### src/rtl/pong_pkg.sv
// Shared encodings for the pong screen sequencer: screen modes, menu/options
// item indices and the power-on ball speed.
package pong_pkg;

  typedef enum logic [2:0] {
    SCR_MENU    = 3'b000,
    SCR_GAME    = 3'b001,
    SCR_CREDITS = 3'b010,
    SCR_OPTIONS = 3'b011,
    SCR_P1WIN   = 3'b100,
    SCR_P2WIN   = 3'b101
  } screen_t;

  localparam logic [1:0] MENU_PLAY     = 2'd0;
  localparam logic [1:0] MENU_OPTIONS  = 2'd1;
  localparam logic [1:0] MENU_CREDITS  = 2'd2;

  localparam logic [1:0] OPT_SPEED     = 2'd0;
  localparam logic [1:0] OPT_BACK      = 2'd1;

  localparam logic [1:0] SPEED_DEFAULT = 2'd1;

endpackage

### src/rtl/button_debounce.sv
// Per-button debouncer: accepts a raw level once it has been stable for
// DEBOUNCE_CYCLES samples and emits a single press pulse on each acceptance of a high level.
module button_debounce #(
  parameter int unsigned DEBOUNCE_CYCLES = 650000
) (
  input  logic clk,
  input  logic rst_n,
  input  logic raw,
  output logic level,
  output logic press
);

  localparam int unsigned CW = (DEBOUNCE_CYCLES > 1) ? $clog2(DEBOUNCE_CYCLES) : 1;
  localparam logic [CW-1:0] LAST = CW'(DEBOUNCE_CYCLES - 1);

  logic          raw_q;
  logic [CW-1:0] cnt;

  always_ff @(posedge clk) begin
    if (!rst_n) begin
      raw_q <= 1'b0;
      cnt   <= '0;
      level <= 1'b0;
      press <= 1'b0;
    end else begin
      raw_q <= raw;
      press <= 1'b0;
      if (raw != raw_q) begin
        cnt <= '0;
      end else if (cnt != LAST) begin
        cnt <= cnt + 1'b1;
      end else begin
        // press is registered alongside level so it is high in the same cycle level first rises
        level <= raw;
        press <= raw & ~level;
      end
    end
  end

endmodule

### src/rtl/screen_controller.sv
// Game/menu sequencer ahead of the VGA stage: debounced buttons drive the
// screen FSM, options speed setting and the two-player score counters.
module screen_controller
  import pong_pkg::*;
#(
  parameter int unsigned DEBOUNCE_CYCLES = 650000,
  parameter int unsigned WIN_SCORE       = 9,
  parameter int unsigned WIN_HOLD_CYCLES = 325000000
) (
  input  logic       pclk,
  input  logic       rst_n,
  input  logic       btn_up,
  input  logic       btn_down,
  input  logic       btn_select,
  input  logic       btn_back,
  input  logic       point_left,
  input  logic       point_right,
  output logic [2:0] screen_mode,
  output logic [1:0] icon_highlighter,
  output logic [1:0] speed_selector,
  output logic [7:0] score,
  output logic       game_active,
  output logic       serve
);

  localparam int unsigned HW = (WIN_HOLD_CYCLES > 1) ? $clog2(WIN_HOLD_CYCLES) : 1;
  localparam logic [HW-1:0] HOLD_LAST = HW'(WIN_HOLD_CYCLES - 1);
  localparam logic [3:0]    WIN       = 4'(WIN_SCORE);

  // bit order: 0 select, 1 back, 2 up, 3 down
  logic [3:0] raw;
  logic [3:0] level;
  logic [3:0] press;

  assign raw = {btn_down, btn_up, btn_back, btn_select};

  for (genvar i = 0; i < 4; i++) begin : g_btn
    button_debounce #(
      .DEBOUNCE_CYCLES(DEBOUNCE_CYCLES)
    ) u_debounce (
      .clk  (pclk),
      .rst_n(rst_n),
      .raw  (raw[i]),
      .level(level[i]),
      .press(press[i])
    );
  end

  logic [3:0] hit;
  logic       do_sel, do_back, do_up, do_down;

  assign hit     = press & level;
  assign do_sel  = hit[0];
  assign do_back = hit[1] & ~hit[0];
  assign do_up   = hit[2] & ~hit[1] & ~hit[0];
  assign do_down = hit[3] & ~hit[2] & ~hit[1] & ~hit[0];

  screen_t       state, state_n;
  logic [1:0]    icon, icon_n;
  logic [1:0]    speed, speed_n;
  logic [3:0]    p1, p1_n, p2, p2_n;
  logic          serve_n;
  logic [HW-1:0] hold, hold_n;
  logic [3:0]    p1_sum, p2_sum;

  assign p1_sum = p1 + 4'(point_left);
  assign p2_sum = p2 + 4'(point_right);

  always_ff @(posedge pclk) begin
    if (!rst_n) begin
      state <= SCR_MENU;
      icon  <= MENU_PLAY;
      speed <= SPEED_DEFAULT;
      p1    <= '0;
      p2    <= '0;
      serve <= 1'b0;
      hold  <= '0;
    end else begin
      state <= state_n;
      icon  <= icon_n;
      speed <= speed_n;
      p1    <= p1_n;
      p2    <= p2_n;
      serve <= serve_n;
      hold  <= hold_n;
    end
  end

  always_comb begin
    state_n = state;
    icon_n  = icon;
    speed_n = speed;
    p1_n    = p1;
    p2_n    = p2;
    serve_n = 1'b0;
    hold_n  = hold;
    unique case (state)
      SCR_MENU: begin
        if (do_sel) begin
          if (icon == MENU_PLAY) begin
            state_n = SCR_GAME;
            p1_n    = '0;
            p2_n    = '0;
            serve_n = 1'b1;
          end else if (icon == MENU_OPTIONS) begin
            state_n = SCR_OPTIONS;
            icon_n  = OPT_SPEED;
          end else begin
            state_n = SCR_CREDITS;
            icon_n  = '0;
          end
        end else if (do_up) begin
          if (icon != MENU_PLAY) icon_n = icon - 1'b1;
        end else if (do_down) begin
          if (icon != MENU_CREDITS) icon_n = icon + 1'b1;
        end
      end
      SCR_OPTIONS: begin
        if (do_back || (do_sel && icon == OPT_BACK)) begin
          state_n = SCR_MENU;
          icon_n  = MENU_OPTIONS;
        end else if (do_sel) begin
          speed_n = speed + 1'b1;
        end else if (do_up) begin
          icon_n = OPT_SPEED;
        end else if (do_down) begin
          icon_n = OPT_BACK;
        end
      end
      SCR_CREDITS: begin
        if (do_sel || do_back) begin
          state_n = SCR_MENU;
          icon_n  = MENU_CREDITS;
        end
      end
      SCR_GAME: begin
        if (do_back) begin
          state_n = SCR_MENU;
          icon_n  = MENU_PLAY;
          p1_n    = '0;
          p2_n    = '0;
        end else if (point_left || point_right) begin
          p1_n = p1_sum;
          p2_n = p2_sum;
          hold_n = '0;
          if (p1_sum == WIN)      state_n = SCR_P1WIN;
          else if (p2_sum == WIN) state_n = SCR_P2WIN;
          else                    serve_n = 1'b1;
        end
      end
      SCR_P1WIN, SCR_P2WIN: begin
        if (do_sel || do_back || hold == HOLD_LAST) begin
          state_n = SCR_MENU;
          icon_n  = MENU_PLAY;
        end else begin
          hold_n = hold + 1'b1;
        end
      end
      default: begin
        state_n = SCR_MENU;
        icon_n  = MENU_PLAY;
      end
    endcase
  end

  assign screen_mode      = state;
  assign icon_highlighter = icon;
  assign speed_selector   = speed;
  assign score            = {p1, p2};
  assign game_active      = (state == SCR_GAME);

endmodule

### config.mk
export PLATFORM = sky130hd
export DESIGN_NAME = screen_controller
export DESIGN_NICKNAME = d
export VERILOG_FILES = /design/src/rtl/pong_pkg.sv /design/src/rtl/button_debounce.sv /design/src/rtl/screen_controller.sv
export SDC_FILE = /design/constraint.sdc
export NUM_CORES = 1
export LEC_CHECK = 0
export CORE_MARGIN = 2
export CORE_UTILIZATION = 40
export DETAILED_ROUTE_END_ITERATION = 16
export HOLD_SLACK_MARGIN = 0.02
export PLACE_DENSITY_LB_ADDON = 0.1
export SETUP_SLACK_MARGIN = 0.2
export SLEW_MARGIN = 20
export SYNTH_ARGS = -nofsm -noshare
export SYNTH_HDL_FRONTEND = slang
export SYNTH_SLANG_ARGS = --single-unit
### constraint.sdc
create_clock -name pclk -period 4.9 [get_ports pclk]
set_input_delay 0.735 -clock pclk [delete_from_list [all_inputs] [get_ports pclk]]
set_output_delay 0.735 -clock pclk [all_outputs]
set_load 0.01 [all_outputs]
# [Word level (Yosys, flattened, before mapping)]
# Cells that the tools add are included.
[totals] regBits=137 in_bits=8 output_inout_bits=17 word_cells=168
[classes] addsub=10 eq_ne=35 mux=44 bitwise_logic=28 n_reduce_logical=28
[op_table] op="2-to-1 mux 29 bit" n=3
[op_table] op="adder 20 x 1 -> 20 bit, second input constant" n=4
[op_table] op="inequality test 20 bit, second input constant" n=4
[op_table] op="case mux 29 bit (2 select lines)" n=1
[op_table] op="adder 29 x 1 -> 29 bit, second input constant" n=1
[op_table] op="equality test 29 bit, second input constant" n=1
[op_table] op="2-to-1 mux 2 bit" n=14
[op_table] op="2-to-1 mux 3 bit" n=8
[op_table] op="2-to-1 mux 4 bit" n=6
[op_table] op="NOT 1 bit" n=17
[op_table] op="inequality test 2 bit, second input constant" n=8
[op_table] op="inequality test 4 bit, second input constant" n=4
[op_table] op="case mux 4 bit (2 select lines)" n=2
[op_table] op="case mux 3 bit (5 select lines)" n=1
[op_table] op="OR reduction 3 bit" n=4
[op_table] op="AND 1 bit" n=10
[op_table] op="case mux 2 bit (5 select lines)" n=1
[op_table] op="OR reduction 2 bit" n=5
[op_table] op="AND reduction 9 bit" n=1
[op_table] op="adder 4 x 1 -> 4 bit" n=2
[op_table] op="equality test 4 bit, second input constant" n=2
[op_table] op="AND reduction 2 bit" n=4
[op_table] op="AND reduction 4 bit" n=2
[op_table] op="2-to-1 mux 1 bit" n=7
[op_table] op="other kinds (20)" n=33

# [Longest topological paths before layout]
# Gate-level depths: netlist of run 1.
[depth] ltp_word=10 ltp_mapped=9 ltp_nobuf=8

# [Modules after synthesis]
# From an unflattened synthesis of run 1, not the netlist that was laid out.
[unflattened] hier_cells=794 area_unflattened_um2=6832.8
[modules_own_cells] module="button_debounce" n_inst=4 cells_each=121 area_per_inst_um2=1058.5 seq_area_each_um2=460.4
[modules_own_cells] module="screen_controller" n_inst=1 cells_each=310 area_per_inst_um2=2598.7 seq_area_each_um2=900.9

# [Least setup slack after synthesis of run 1]
# No wires, ideal clock.
[synth_timing] path_kind="input port to flip-flop" from="in point_left" to="reg state[0] (netlist: screen_mode[0])" setup_ps=59 arrival_time_ps=2136 required_time_ps=4841 setup_slack_ps=2706 cell_stages=7 n_path_buf=0 cell_sequence="ha_1 > ha_1 > nand3b_1 > o21ai_0 > a21oi_1 > nor4_1 > o221a_2"
[synth_via] elab_chain_cells=6 elab_cells_between_ends=10 cone_classes="add/sub (1); eq/ne (3); mux (4); reduce/logical (2)"
[synth_rtl] item="start: declaration" line_no="screen_controller.sv:16" rtl="input logic point_left,"
[synth_rtl] item="adder 4 x 1 -> 4 bit" line_no="screen_controller.sv:66" rtl="assign p1_sum = p1 + 4'(point_left);"
[synth_rtl] item="equality test 4 bit" line_no="screen_controller.sv:146" rtl="if (p1_sum == WIN) state_n = SCR_P1WIN;"
[synth_rtl] item="2-to-1 mux 3 bit" line_no="screen_controller.sv:146"
[synth_rtl] item="2-to-1 mux 3 bit" line_no="screen_controller.sv:142" rtl="end else if (point_left || point_right) begin"
[synth_rtl] item="2-to-1 mux 3 bit" line_no="screen_controller.sv:137" rtl="if (do_back) begin"
[synth_rtl] item="case mux 3 bit (5 select lines)" line_no="screen_controller.sv:97" rtl="unique case (state)"
[synth_rtl] item="end signal: assignment" line_no="screen_controller.sv:79" rtl="state <= state_n;"
[synth_rtl] item="end: declaration" line_no="screen_controller.sv:58" rtl="screen_t state, state_n;"
# Parallel ways exist; a longest one is shown, timed or not. The select of a mux whose other input is x is not followed.
# A chain may end at the register's enable or synchronous reset.

# [Final worst setup path of run 1]
[layout_timing] from="reg state[0] (netlist: screen_mode[0])" to="out game_active"
[layout_via] elab_chain_cells=1
[layout_rtl] item="equality test 3 x 1 -> 1 bit" line_no="screen_controller.sv:170" rtl="assign game_active = (state == SCR_GAME);"
[layout_rtl] item="end: declaration" line_no="screen_controller.sv:22" rtl="output logic game_active,"
# Every way passes these cells.

==> metrics, run 1 <==
status=finished, final reports clean; first-pass GRT wire length=24.21 mm; post-synthesis mux area share=0.007590; Root Driver=clkbuf_16; CP arrival=1.98 ns; H-tree Lvls=4; DRT Pass-1 Iters=5; Final nets=820; Internal=0.001875 W; Sw Share=0.2200; clock skew=0.007191 ns; Cells after Synth=780; asr flop ratio synth=0; I/O Buffers=24; largest net degree at the start of global routing=25; area of the die=17,530 sq um; met3 Use GR=0.04960; Post-Synth XOR/XNOR Area=0.1288; row cnt=46; cts repair resizes=0; Worst Tran Pin Value=0.7725 ns; routability cong.=0.8142; Synth Area per Inst=8.454 sq um; worst hold path class=register to register; Overall Power=0.002403 W; Post-Synth Adder-Cell Area=0.02277; Fmax achieved=368.0 MHz; CTS Sinks=137; largest family of logic cells by synthesized area=simple AND/OR/NAND/NOR gates; WP data required=4.16 ns; Layout Cells excl Fill=1,029; GRT Util Overall=0.1670; total number of vias=5,357; max-cap violations=0; post-synthesis sequential area ratio=0.4159; number of synthesized register bits=137; 1st-iter DRT viols=299; Initial Util=0.4121; Seq pwr share=0.471; final setup vio count=0; vias in the first global route=5,236; compound-gate portion of the synthesized area=0.09203; GR Util met2=0.2714; Antenna Nets Post-Route=0; core area=16,000 sq um; wire per inst=13.45 microns; Synth Area in Simple Gates=0.3074; num ports=25; GR Util met1=0.2116; DIE HEIGHT=132.4 microns; utilization after layout=0.4725; Clk network pwr share=0.495; CP Launch Type=register; crit path kind=register to output port; Via-to-Cell Ratio=5.206; CTS Hold Bufs=0; clock latency on the worst-skew pair=0.42 ns; TritonCTS clock tree=yes; DP HPWL=9.645 mm; Setup Fix Bufs, Post-CTS=0; PD cells=317.9 nW/um^2; crit path time final=2.718 ns; worst-path fanout max=10; Die Wd=132.4 microns; global route overflow=0; Setup TNS=0 ns; Inst Count DP=997; Slew Limit Fails=0; Post-DP Area=7015 sq um; post-synth cell types=64; layout cells sized above 1=0.05658; Design Area, Final=7560 sq um; Fill cells=1,616; Syn. warnings=0; CTS Buffer Depth=2; RSZ-0062 raised after global routing=false; relative slew slack=0.4802; initial antenna violation count=0; Switch Pwr=0.0005288 W; Tcrit/Tclk final=0.5546; Ant. Diodes=0; CP Capture Type=output port; clk slew on worst S/H paths=0.05 ns; Post-synth EDFFs=0; synthesized area=6594 sq um; Syn Nets=800; Logic pwr share=0.035; DRC Markers=0; Pleak=2.511 nW; DRT Wirelength=13.84 mm; global route hottest layer=met2; Hold Vio Cnt, Final=0; Max VDD drop=0.2239 mV; Synth Flop Type=dfxtp_1; total CTS buffers=17; Syn-to-layout area delta=14.65%
-- placed cells by master, fill, tap and decap left out, types with 7 or more instances in the layout --
cell type and n:
nand2_1 68, nor3_1 19, or3_1 12, and3_1 21, ha_1 12, o21ai_0 25, nand3_1 43, clkdlybuf4s50_1 24
a21oi_1 33, nand4_1 33, nor2_1 124, and2_1 12, a21boi_0 12, xor2_1 42, nor4_1 7, inv_1 13
xnor2_1 55, clkbuf_16 17, dfxtp_1 137
-- cells by family after synthesis --
kind of cell / after synthesis
mux: 5
compound gates: 98
fa+ha+maj: 12
simple gates: 391
buf+inv: 40
flops: 137
xor+xnor: 97
-- per-stage QoR --
stage | setup slack, ns | hold slack (ns)
after detailed placement | 1.854 | 0.4692
after global placement | 1.909 | 0.4653
final | 2.182 | 0.4735
after floorplan | 2.706 | 0.4488
after global routing | 2.007 | 0.4983
after CTS | 2.187 | 0.4770
-- flip-flops by register name, indices dropped and copies added (netlist names) --
name,cells
p2,4
speed_selector,2
g_btn.u_debounce.cnt,80
hold,29
screen_mode,3
g_btn.u_debounce.raw_q,4
serve,1
g_btn.u_debounce.press,4
icon_highlighter,2
g_btn.u_debounce.level,4
p1,4
-- synth_stat cells, drive strengths merged, types with 2 or more instances --
cell	number	area, sq um
nor2b	6	37.54
or4	6	48.80
o41ai	2	17.52
and4	5	43.79
or4b	4	40.04
nand2	68	255.2
nand4b	2	17.52
xor2	42	367.9
a21oi	34	173.9
and4b	2	20.02
and3	21	131.4
nor4b	4	47.55
dfxtp	137	2743
o21ai	27	135.1
or3	12	75.07
ha	12	150.1
nor4	8	65.06
nand4	34	219.0
a21boi	14	108.9
nand3	43	215.2
and3b	3	26.28
buf	9	51.30
nor3b	4	35.03
a211oi	2	15.01
or2	4	25.03
and2	12	75.07
o21a	5	37.54
inv	13	48.80
a32oi	2	17.52
nor2	124	465.5
xnor2	55	481.7
mux2i	5	50.05
nor3	21	121.4
nand2b	4	25.02
clkbuf	18	67.56
nand3b	2	15.01
-- power groups by stage --
stage | clock network (W) | registers [W] | logic, W
after floorplan | 0 | 0.00115 | 0.0000598
after global placement | 0 | 0.00115 | 0.0000815
after detailed placement | 0 | 0.00116 | 0.0000837
after CTS | 0.00123 | 0.00113 | 0.0000838
after global routing | 0.00128 | 0.00113 | 0.0000933
final | 0.00119 | 0.00113 | 0.0000830
-- worst max-delay path, cell delays in order, from the launching register on --
cell and delay [ns]:
dfxtp_1 0.60, nor3b_2 0.35, clkdlybuf4s50_1 0.61
-- layer usage --
layer	part of all wire	wire length, microns
met5	0	0
met4	0.013	176
met3	0.039	543
met2	0.48	6580
met1	0.47	6541
-- final cells by class --
class / count / area (sq um) / share of cell area
clock buffers: 25 / 475.5 / 0.06289
flip-flops and latches: 137 / 2743 / 0.3628
multi-input cells: 603 / 3684 / 0.4873
clock inverters: 7 / 68.82 / 0.009103
well taps: 216 / 270.3 / 0.03575
inverters: 13 / 48.80 / 0.006455
repair buffers: 28 / 270.3 / 0.03575
-- final timing paths --
check,from,endpoint,slack [ns],depth (start not counted)
setup / recovery,screen_mode[0]$_SDFFE_PN0P_,game_active,2.18,2
hold / removal,g_btn[0].u_debounce.cnt[1]$_SDFFE_PP0P_,g_btn[0].u_debounce.cnt[1]$_SDFFE_PP0P_,0.47,2
setup reg to reg,screen_mode[0]$_SDFFE_PN0P_,hold[27]$_SDFFE_PN0P_,2.19,8
hold reg to reg,g_btn[0].u_debounce.cnt[1]$_SDFFE_PP0P_,g_btn[0].u_debounce.cnt[1]$_SDFFE_PP0P_,0.47,2
No activity file was read; power rests on OpenSTA's default activity.
==> inputs of run 2 (changes only) <==
clock period = 2.18 ns   (was 4.9 ns; I/O delays follow)
==> run 2 against run 1 <==
Compared with the run above: non-clock buffer count is 66 higher; total power is 130% higher; register-to-register slack worse by 2.1 ns; hold slack worse by 0.0011 ns; sequential power is 120% higher; via count is 5.6% higher; clock power is 140% higher; die area stayed put.
==> metrics, run 2 (same netlist as run 1, synthesis figures left out) <==
final setup vio count=0 (unchanged); Fill cells=1,541 (-4.6%); Syn-to-layout area delta=26.85%; vias in the first global route=5,515 (+5.3%); initial antenna violation count=0 (unchanged); wire per inst=13.46 microns (about the same); H-tree Lvls=4 (unchanged); Overall Power=0.005611 W (+130%); row cnt=46 (unchanged); Die Wd=132.4 microns (unchanged); Fmax achieved=482.2 MHz; DRT Pass-1 Iters=5 (unchanged); Slew Limit Fails=0 (unchanged); Worst Tran Pin Value=0.6199 ns (-0.1526 ns); routability cong.=0.8850 (+8.7%); clock skew=0.008898 ns (+0.001707 ns); max reg flops=80 (unchanged); Root Driver=clkbuf_16; Antenna Nets Post-Route=0 (unchanged); max-cap violations=0 (unchanged); relative slew slack=0.5857 (+0.1055); Top reg by flops=g_btn.u_debounce.cnt; TritonCTS clock tree=yes; CP endpoint=g_btn[3].u_debounce.cnt[2]$_SDFFE_PP0P_; Via-to-Cell Ratio=5.165 (-0.78%); DP HPWL=10.28 mm (+6.6%); Hold Vio Cnt, Final=0 (unchanged); worst r2r src=g_btn[3].u_debounce.cnt[5]$_SDFFE_PP0P_; crit path time final=2.074 ns; Design Area, Final=8364 sq um (+11%); Worst R2R Setup Slack=0.11 ns (-2.08 ns); clk slew on worst S/H paths=0.06 ns (about the same); total CTS buffers=17 (unchanged); status=finished, final reports clean; R2R cell count=7 (-1); layout cells sized above 1=0.1854 (+0.1289); DRT Wirelength=14.74 mm (+6.5%); Max VDD drop=0.5743 mV (+160%); CP Capture Type=register; PD cells=670.8 nW/um^2 (+110%); crit path kind=register to register; Logic pwr share=0.042 (+0.007); CTS Hold Bufs=0 (unchanged); Post-DP Area=7445 sq um (+6.1%); crit path from=g_btn[3].u_debounce.cnt[5]$_SDFFE_PP0P_; Final nets=886 (+8.0%); CP arrival=2.38 ns (+0.40 ns); leading cell type in the layout, fill and taps excluded=dfxtp_1; DRC Markers=0 (unchanged); CP Launch Type=register; Pleak=2.915 nW (+16%); Ant. Diodes=0 (unchanged); GRT Util Overall=0.1746 (+0.007548); worst hold path class=register to register; commonest cells after routing, fill and taps aside=124 x dfxtp_1, 121 x nor2_1, 65 x nand2_1, 65 x buf_4, 55 x xnor2_1; Initial Util=0.4121 (unchanged); Clk network pwr share=0.506 (+0.011); CTS Sinks=137 (unchanged); area of the die=17,530 sq um (unchanged); I/O Buffers=24 (unchanged); Internal=0.004415 W (+140%); worst-path fanout max=3 (-7); r2r endpoint=g_btn[3].u_debounce.cnt[2]$_SDFFE_PP0P_; DIE HEIGHT=132.4 microns (unchanged); largest net degree at the start of global routing=23 (-8.0%); Tcrit/Tclk final=0.9513; WP data required=2.49 ns (-1.67 ns); core area=16,000 sq um (unchanged); top flop regs=g_btn.u_debounce.cnt (80), hold (29); Switch Pwr=0.001196 W (+130%); Sw Share=0.2131 (-0.006933); clock latency on the worst-skew pair=0.42 ns (about the same); 1st-iter DRT viols=241 (-19%); global route overflow=0 (unchanged); Seq pwr share=0.452 (-0.019); total number of vias=5,656 (+5.6%); first-pass GRT wire length=25.23 mm (+4.2%); RSZ-0062 raised after global routing=true; num ports=25 (unchanged); CTS Buffer Depth=2 (unchanged)
## run 2: worst max-delay path: stages (launching register included)
cell and delay [ns]:
dfxtp_2 0.32, or4b_1 0.51, or4_4 0.46, nor3_4 0.21, buf_6 0.14, nand2b_4 0.11, xor2_1 0.17, nor2_1 0.05
## run 2: worst min path at each step
stage	start	end	slack, ns	cells past startpoint
finish	g_btn[0].u_debounce.cnt[1]$_SDFFE_PP0P_	g_btn[0].u_debounce.cnt[1]$_SDFFE_PP0P_	0.47	2
global route	g_btn[3].u_debounce.cnt[19]$_SDFFE_PP0P_	g_btn[3].u_debounce.cnt[19]$_SDFFE_PP0P_	0.50	2
CTS	g_btn[0].u_debounce.cnt[1]$_SDFFE_PP0P_	g_btn[0].u_debounce.cnt[1]$_SDFFE_PP0P_	0.47	2
detailed placement	g_btn[0].u_debounce.cnt[1]$_SDFFE_PP0P_	g_btn[0].u_debounce.cnt[1]$_SDFFE_PP0P_	0.46	2
global placement	g_btn[0].u_debounce.cnt[1]$_SDFFE_PP0P_	g_btn[0].u_debounce.cnt[1]$_SDFFE_PP0P_	0.46	2
floorplan	g_btn[0].u_debounce.cnt[1]$_SDFFE_PP0P_	g_btn[0].u_debounce.cnt[1]$_SDFFE_PP0P_	0.45	2
## run 2: final cells by class
cell class	count	area, sq um	share of cell area
timing repair buffer	94	792.0	0.09469
clock inverter	7	90.09	0.01077
tap	216	270.3	0.03231
inverter	13	48.80	0.005834
multi-input combinational	603	3899	0.4661
sequential	137	2769	0.3310
clock buffer	25	495.5	0.05924
## run 2: per-layer routing
| metal | vias to the layer above | wire length, microns | track usage |
|---|---|---|---|
| met4 | 0 | 187 | 0.06511 |
| met3 | 15 | 601 | 0.04767 |
| met5 | - | 0 | 0 |
| met1 | 2660 | 6827 | 0.2146 |
| met2 | 94 | 7124 | 0.2922 |
| li1 | 2887 | - | - |
## run 2: stage by stage
step | setup TNS [ns] | cells | setup slack [ns] | hold slack [ns] | util
after floorplan | 0 | 780 | 0.1917 | 0.4488 | -
after global placement | -0.3534 | 1049 | -0.2191 | 0.4610 | 0.4653
after detailed placement | -0.4834 | 1049 | -0.2865 | 0.4646 | 0.4653
after CTS | 0 | 1090 | 0.1648 | 0.4715 | 0.5115
after global routing | 0 | 1095 | 0.02573 | 0.4982 | 0.5228
final | 0 | 1095 | 0.1062 | 0.4723 | 0.5228
## run 2: power by group through the flow
stage / logic, W / registers [W] / clock network [W]
finish: 0.000237 / 0.00254 / 0.00284
global route: 0.000261 / 0.00254 / 0.00303
CTS: 0.000230 / 0.00254 / 0.00292
detailed placement: 0.000226 / 0.00259 / 0
global placement: 0.000222 / 0.00259 / 0
floorplan: 0.000135 / 0.00259 / 0
## run 2: repair_timing
item,CTS,global route
endpoints found under the hold margin,0,0
setup endpoints to repair,16,50
pin swaps,8,23
setup buffers,9,5
gates resized for setup,21,44
==> inputs of run 3 (changes only) <==
TNS_END_PERCENT = 1   (was default)
==> run 3 against run 2 <==
Compared with the run above: cell area decreased by 1.5%; largest power group unchanged; maximum frequency is 0.77% lower; non-clock buffer count is 9 lower; global-route usage down 0.40 points.
==> metrics, run 3 (same netlist as run 1, synthesis figures left out) <==
status=finished, final reports clean; H-tree Lvls=4 (unchanged); CTS Hold Bufs=0 (unchanged); relative slew slack=0.5557 (-0.03003); DP HPWL=10.26 mm (-0.23%); Setup TNS=0 ns (unchanged); WP data required=2.46 ns (-0.03 ns); Via-to-Cell Ratio=5.147 (-0.36%); Tcrit/Tclk final=0.9587 (+0.007372); CP Launch Type=register; crit path time final=2.090 ns (+0.01607 ns); worst hold path class=register to register; Die Wd=132.4 microns (unchanged); PD cells=686.0 nW/um^2 (+2.3%); clock latency on the worst-skew pair=0.42 ns (about the same); Antenna Nets Post-Route=0 (unchanged); I/O Buffers=24 (unchanged); top flop regs=g_btn.u_debounce.cnt (80), hold (29); Initial Util=0.4121 (unchanged); leading cell type in the layout, fill and taps excluded=dfxtp_1; Max VDD drop=0.5608 mV (-2.4%); Fill cells=1,538 (-0.19%); CTS Sinks=137 (unchanged); commonest cells after routing, fill and taps aside=128 x dfxtp_1, 120 x nor2_1, 66 x nand2_1; Root Driver=clkbuf_16; Slew Limit Fails=0 (unchanged); RSZ-0062 raised after global routing=true; max reg flops=80 (unchanged); utilization after layout=0.5149 (-0.007898); total number of vias=5,584 (-1.3%); DIE HEIGHT=132.4 microns (unchanged); CP arrival=2.37 ns (about the same); Hold Vio Cnt, Final=0 (unchanged); routability cong.=0.7868 (-11%); clock skew=0.007531 ns (-0.001367 ns); initial antenna violation count=0 (unchanged); DRT Wirelength=14.67 mm (-0.50%); max-cap violations=0 (unchanged); row cnt=46 (unchanged); Setup Fix Bufs, Post-CTS=0 (-9); area of the die=17,530 sq um (unchanged); worst-path fanout max=5 (+2); Post-DP Area=7496 sq um (+0.69%); 1st-iter DRT viols=260 (+7.9%); Pleak=2.883 nW (-1.1%); hold_ws=0.4863 ns (+0.01398 ns); Fmax achieved=478.5 MHz (-0.77%); num ports=25 (unchanged); layout cells sized above 1=0.1600 (-0.02548); Worst Tran Pin Value=0.6649 ns (+0.04493 ns); final setup vio count=0 (unchanged); Top reg by flops=g_btn.u_debounce.cnt; TritonCTS clock tree=yes; Ant. Diodes=0 (unchanged); largest net degree at the start of global routing=36 (+57%); CTS Buffer Depth=2 (unchanged); vias in the first global route=5,490 (-0.45%); clk slew on worst S/H paths=0.06 ns (about the same); Design Area, Final=8238 sq um (-1.5%); Worst R2R Setup Slack=0.09 ns (-0.02 ns); total CTS buffers=17 (unchanged); first-pass GRT wire length=24.76 mm (-1.9%); CP Capture Type=register; GRT Util Overall=0.1706 (-0.004014); Final nets=877 (-1.0%); DRC Markers=0 (unchanged); crit path kind=register to register; core area=16,000 sq um (unchanged); global route overflow=0 (unchanged); DRT Pass-1 Iters=4 (-1); wire per inst=13.52 microns (+0.42%); Syn-to-layout area delta=24.93%
[run 3: changes by cell type in the layout (fill, tap and decap cells not counted), sizes merged]
| cell | previous run | this run |
|---|---|---|
| buf | 70 | 61 |
| bufinv | 2 | 3 |
| clkbuf | 25 | 19 |
| clkinv | 3 | 7 |
| dlygate4sd2 | 1 | 0 |
| dlymetal6s2s | 0 | 1 |
[run 3: metal layers]
metal,GRT usage,up-vias,part of all wire
met2,0.2968,60,0.49
met1,0.2044,2640,0.47
met5,0,-,0
met4,0.05197,0,0.011
li1,-,2872,-
met3,0.04729,12,0.030
[run 3: final cells by class]
type / instances / area [sq um] / share of cell area
clock inverter: 12 / 151.4 / 0.01838
sequential: 137 / 2761 / 0.3352
tap: 216 / 270.3 / 0.03281
multi-input combinational: 603 / 3821 / 0.4639
inverter: 13 / 48.80 / 0.005923
timing repair buffer: 85 / 742.0 / 0.09007
clock buffer: 19 / 442.9 / 0.05377
[run 3: worst paths after layout]
check                           cells after the start                                    start                                 endpoint
worst min-delay path                                2  g_btn[0].u_debounce.cnt[1]$_SDFFE_PP0P_  g_btn[0].u_debounce.cnt[1]$_SDFFE_PP0P_
worst max-delay path                                6  g_btn[3].u_debounce.cnt[5]$_SDFFE_PP0P_  g_btn[3].u_debounce.cnt[1]$_SDFFE_PP0P_
worst max register to register                      6  g_btn[3].u_debounce.cnt[5]$_SDFFE_PP0P_  g_btn[3].u_debounce.cnt[1]$_SDFFE_PP0P_
worst min register to register                      2  g_btn[0].u_debounce.cnt[1]$_SDFFE_PP0P_  g_btn[0].u_debounce.cnt[1]$_SDFFE_PP0P_
[run 3: timing repair]
| item | in CTS | in global routing |
|---|---|---|
| endpoints found under the setup margin | 17 | 33 |
| resized for setup | 3 | 40 |
| pin swaps | 0 | 19 |
| cloned | 0 | 0 |
[run 3: worst max-delay path, cell delays in order, from the launching register on]
cell	delay, ns
dfxtp_2	0.34
or4b_1	0.54
or4_4	0.46
nor3_4	0.23
buf_4	0.17
mux2i_1	0.17
nor2_1	0.05
[run 3: power by group]
| group | switching, W | internal, W | leakage, nW |
|---|---|---|---|
| sequential | 0.0000158 | 0.00252 | 1.11 |
| combinational | 0.000136 | 0.0000973 | 1.48 |
| clock | 0.00107 | 0.00182 | 0.289 |
[run 3: through the flow]
stage	worst slack (ns)	power (W)	std cells
floorplan	0.1844	0.002725	780
global placement	-0.2315	0.002814	1054
global route	-0.01270	0.005872	1085
detailed placement	-0.3108	0.002821	1054
CTS	0.06889	0.005736	1085
finish	0.09009	0.005652	1085
